==> src/rtl/booth_mult_seq.sv <==
// Sequential radix-2 Booth multiplier: one recoding step per cycle over WIDTH+1 bit
// operands, so signed and unsigned products share the same datapath.
module booth_mult_seq #(
    parameter int WIDTH = 32,
    parameter int CNT_W = 6
) (
    input  logic             clock,
    input  logic             reset,
    input  logic             start,
    input  logic             is_signed,
    input  logic [WIDTH-1:0] op_a,
    input  logic [WIDTH-1:0] op_b,
    input  logic             abort,
    output logic             busy,
    output logic             done,
    output logic [CNT_W-1:0] count,
    output logic [WIDTH-1:0] hi,
    output logic [WIDTH-1:0] lo
);

    localparam int E = WIDTH + 1;
    localparam logic [CNT_W-1:0] LAST_STEP = CNT_W'(E - 1);
    localparam logic [CNT_W-1:0] ALL_STEPS = CNT_W'(E);

    typedef enum logic {
        IDLE = 1'b0,
        RUN  = 1'b1
    } state_t;

    state_t state, state_n;

    logic [E-1:0] acc, mplr, mcand;
    logic         q;
    logic [E-1:0] ext_a, ext_b;
    logic [E-1:0] sum, acc_n, mplr_n;
    logic         q_n;
    logic         load, step, finish, cancel;

    // Handshake: start is sampled only while idle (busy=0), including the cycle
    // done=1; busy stays high for exactly E cycles, then done pulses for one cycle
    // with hi/lo already valid. abort while busy drops the operation silently.

    assign ext_a = {is_signed & op_a[WIDTH-1], op_a};
    assign ext_b = {is_signed & op_b[WIDTH-1], op_b};

    always_comb begin
        sum = acc;
        case ({mplr[0], q})
            2'b01:   sum = acc + mcand;
            2'b10:   sum = acc - mcand;
            default: sum = acc;
        endcase
        // Arithmetic shift of {sum, mplr, q}; the add/sub result feeds the shift.
        acc_n  = {sum[E-1], sum[E-1:1]};
        mplr_n = {sum[0], mplr[E-1:1]};
        q_n    = mplr[0];
    end

    always_comb begin
        state_n = state;
        load    = 1'b0;
        step    = 1'b0;
        finish  = 1'b0;
        cancel  = 1'b0;
        case (state)
            IDLE: begin
                if (start) begin
                    load    = 1'b1;
                    state_n = RUN;
                end
            end
            RUN: begin
                if (abort) begin
                    cancel  = 1'b1;
                    state_n = IDLE;
                end else begin
                    step = 1'b1;
                    if (count == LAST_STEP) begin
                        finish  = 1'b1;
                        state_n = IDLE;
                    end
                end
            end
            default: state_n = IDLE;
        endcase
    end

    always_ff @(posedge clock) begin
        if (reset) begin
            state <= IDLE;
        end else begin
            state <= state_n;
        end
    end

    always_ff @(posedge clock) begin
        if (reset) begin
            acc   <= '0;
            mplr  <= '0;
            q     <= 1'b0;
            mcand <= '0;
            count <= '0;
            done  <= 1'b0;
            hi    <= '0;
            lo    <= '0;
        end else begin
            done <= finish;
            if (load) begin
                acc   <= '0;
                mplr  <= ext_a;
                q     <= 1'b0;
                mcand <= ext_b;
                count <= '0;
            end else if (cancel) begin
                count <= '0;
            end else if (step) begin
                acc  <= acc_n;
                mplr <= mplr_n;
                q    <= q_n;
                if (finish) begin
                    count <= ALL_STEPS;
                    hi    <= {acc_n[WIDTH-2:0], mplr_n[WIDTH]};
                    lo    <= mplr_n[WIDTH-1:0];
                end else begin
                    count <= count + CNT_W'(1);
                end
            end
        end
    end

    assign busy = (state == RUN);

endmodule

==> config.mk <==
export PLATFORM = sky130hd
export DESIGN_NAME = booth_mult_seq
export DESIGN_NICKNAME = d
export VERILOG_FILES = /design/src/rtl/booth_mult_seq.sv
export SDC_FILE = /design/constraint.sdc
export NUM_CORES = 1
export LEC_CHECK = 0
export CAP_MARGIN = 20
export CORE_UTILIZATION = 58
export CTS_BUF_LIST = sky130_fd_sc_hd__clkbuf_16
export DETAILED_ROUTE_END_ITERATION = 8
export GPL_ROUTABILITY_DRIVEN = 0
export PLACE_DENSITY = 0.87
export RECOVER_POWER = 25
export SETUP_SLACK_MARGIN = 0.1
export SLEW_MARGIN = 15
export SYNTH_ARGS = -nofsm -noshare
export SYNTH_HDL_FRONTEND = slang
export SYNTH_SLANG_ARGS = --single-unit
==> constraint.sdc <==
create_clock -name clock -period 12.37 [get_ports clock]
set_input_delay 2.474 -clock clock [delete_from_list [all_inputs] [get_ports clock]]
set_output_delay 2.474 -clock clock [all_outputs]
set_load 0.05 [all_outputs]
==> reports/results.ini <==
[status]
status=finished, violations left
violations=max-capacitance violations, max-slew violations

[die]
num_rows=44
coreArea_mm2=0.0148
dieArea_mm2=0.0158
start_util_pct=60.2
ios=141
die_y_um=126
die_w_um=126

[final_layout]
fin_cells=1441
seq_area_mm2=0.00342
final_cell_mix=nand2_1 (233), dfxtp_1 (171), a21oi_1 (145), clkdlybuf4s50_1 (136), nor2_1 (122)
num_antenna_cells=0
syn2layout_area_growth_pct=22.6
mostFrequentLayoutCell=nand2_1
nNetsFinal=1350
multiInputGateArea_mm2=0.00511
final_layout_size_suffix_gt1_share_pct=4.46
num-fill-cells=1126

[detailed_routing]
wl_per_cell_um=16.1
drtPass1Iterations=5
viasPerCell=5.96
num_vias=8590
routed_wirelength_mm=23.2
drc=0
first_iter_violations=858
ant_nets=0

[critical_path]
required_ns=12.64
start_kind=primary input
critical_path.top_delay_family=buffers and inverters
slowest_delay_ns=2.74
cp_slowest_cell=clkbuf_1
path_buf_inv=2
worstSetupPathType=in -> reg
path_cells=dlygate4sd3_1 -> nor2_4 -> clkbuf_1 -> nor2_1 -> nand2_1 -> a21oi_1
end_kind=register
arrival_ns=7.47
crit_fanout=93

[synth]
syn_area_mm2=0.00889
synth_edf_count=0
synthFlopType=dfxtp_1
ys_ff_latch=171
syn-instance-count=1148
yosysWarnings=0
synthArstFlopShare_pct=0
syn-num-nets=1254
ys_seq_area_share_pct=38.5
avgSynthCellArea_um2=7.74
ys_types=68

[pwr]
ir_worst_vdd_uv=101
p_leak_uw=0.00400
power_density_mw_per_mm2=128

[placement]
place_inst=1409
portBuffers=140
place.detailed.hpwl_mm=15.6

[sta]
final.min_clock_period_ns=7.20
finClkSkew_ns=0.00772
maxClockFrequency_ghz=0.139
finalHoldViolations=0
tightestPinTransition_ns=3.91
setup_tns_ns=0
maxSlewHeadroom_pct=-161
rsz0062_at_grt=no
timing.final.crit_share_pct=58.2
slew_violations=241
setup_viol=0

[clock_tree]
holdBufCountCts=0
cts_setup_buffers=0
ctsResizeCount=0
clk_latency_ns=0.43
cts_max_level=4
clockBufferDepth=2
cts_tree=done
cts_buffers=17
clock_sinks=171
clockRootBuffer=clkbuf_16
clk_pin_slew_ns=0.07

[global_routing]
antenna_found_initial=0
grt_start_max_net_pins=100
grt_first_pass_wirelength_mm=38.2
track_usage_pct=29.9
grt_pass1_vias=7836
gr-total-overflow=0

[run]
cap_violations=4

[worst_hold_path]
hp-class=reg -> reg

[through the flow]
stage	power (µW)	util [%]	worst slack (ns)	hold WS (ns)	area [µm²]
after global placement	869	70.0	7.53	0.441	10300
after floorplan	804	-	8.44	0.436	8890
final	1400	73.8	5.17	0.455	10900
after CTS	1400	74.0	7.83	0.454	10900
after global routing	1460	73.8	4.85	0.471	10900
after detailed placement	877	70.1	7.42	0.445	10300
[tightest hold or removal path: stages, from the launching register on]
cell     delay (ns)
dfxtp_1        0.31
nand2_1        0.05
a21oi_1        0.05
[cells in the mapped netlist, types with 2 or more instances]
| cell | count | area share (%) |
|---|---|---|
| mux2i_1 | 12 | 1.4 |
| a2111oi_0 | 2 | 0.20 |
| a31oi_1 | 14 | 0.99 |
| nand3_1 | 16 | 0.90 |
| ha_1 | 36 | 5.1 |
| a21o_1 | 20 | 1.7 |
| a211oi_1 | 37 | 3.1 |
| clkbuf_1 | 59 | 2.5 |
| buf_1 | 14 | 0.59 |
| and3_1 | 2 | 0.14 |
| o31a_1 | 4 | 0.39 |
| xnor2_1 | 45 | 4.4 |
| nor3_1 | 20 | 1.1 |
| a31o_2 | 2 | 0.20 |
| a21oi_1 | 145 | 8.2 |
| nor4_1 | 4 | 0.28 |
| a2111oi_2 | 2 | 0.34 |
| o21a_1 | 6 | 0.51 |
| o21bai_1 | 7 | 0.59 |
| nand3b_1 | 3 | 0.25 |
| or4_1 | 2 | 0.17 |
| nor2_1 | 124 | 5.2 |
| nor4b_1 | 2 | 0.20 |
| or3_1 | 5 | 0.35 |
| a221oi_1 | 2 | 0.20 |
| xor2_1 | 10 | 0.99 |
| o31ai_1 | 2 | 0.17 |
| nand2b_1 | 6 | 0.42 |
| o21ai_0 | 37 | 2.1 |
| nand2_1 | 234 | 9.9 |
| nor2b_1 | 4 | 0.28 |
| dfxtp_1 | 171 | 39 |
| inv_1 | 25 | 1.1 |
| nand4_1 | 3 | 0.21 |
| a22oi_1 | 13 | 1.1 |
| and2_1 | 4 | 0.28 |
| nor3b_1 | 2 | 0.17 |
| a311oi_1 | 22 | 2.2 |
[state kept, by name, indices dropped and copies added, names as in the netlist]
signal  count
acc        32
busy        1
count       6
done        1
hi         32
lo         32
mcand      33
mplr       33
q           1
[where the power goes]
part	switching (µW)	total, µW	internal [µW]
combinational	165	286	120
sequential	18.7	588	569
clock	227	524	297
[logic make-up after synthesis]
logic type	count (synthesis)	synth area share (%)
AND/OR/NAND/NOR	441	21.2
AO/OA/AOI/OAI	333	23.9
flip-flops	171	38.5
buffers and inverters	98	4.14
XOR/XNOR	55	5.42
adder cells (fa/ha/maj)	37	5.29
multiplexers	13	1.48
[area by class of cell]
type                    instances  area share (%)
repair buffers                150            13.4
flip-flops and latches        171            31.4
clock inverters                15            1.36
multi-input cells             879            46.9
well taps                     184            2.11
inverters                      25           0.862
clock buffers                  17            3.91
[routing by layer]
layer / routed length [µm] / track usage [%] / up-vias
met5: 0 / 0 / -
met4: 650 / 12.8 / 0
met3: 1550 / 5.82 / 49
met2: 10900 / 49.3 / 337
met1: 10000 / 38.1 / 3996
li1: - / - / 4208
[path summary, 6_finish.rpt]
path | slack, ns | cells past startpoint | end | start
worst min register to register | 0.45 | 2 | lo[7] | lo[7]
worst min-delay path | 0.45 | 2 | lo[7] | lo[7]
worst max register to register | 7.26 | 6 | mplr[25] | busy
worst max-delay path | 5.17 | 6 | mplr[25] | abort
Power figures use the tool's default switching activity.
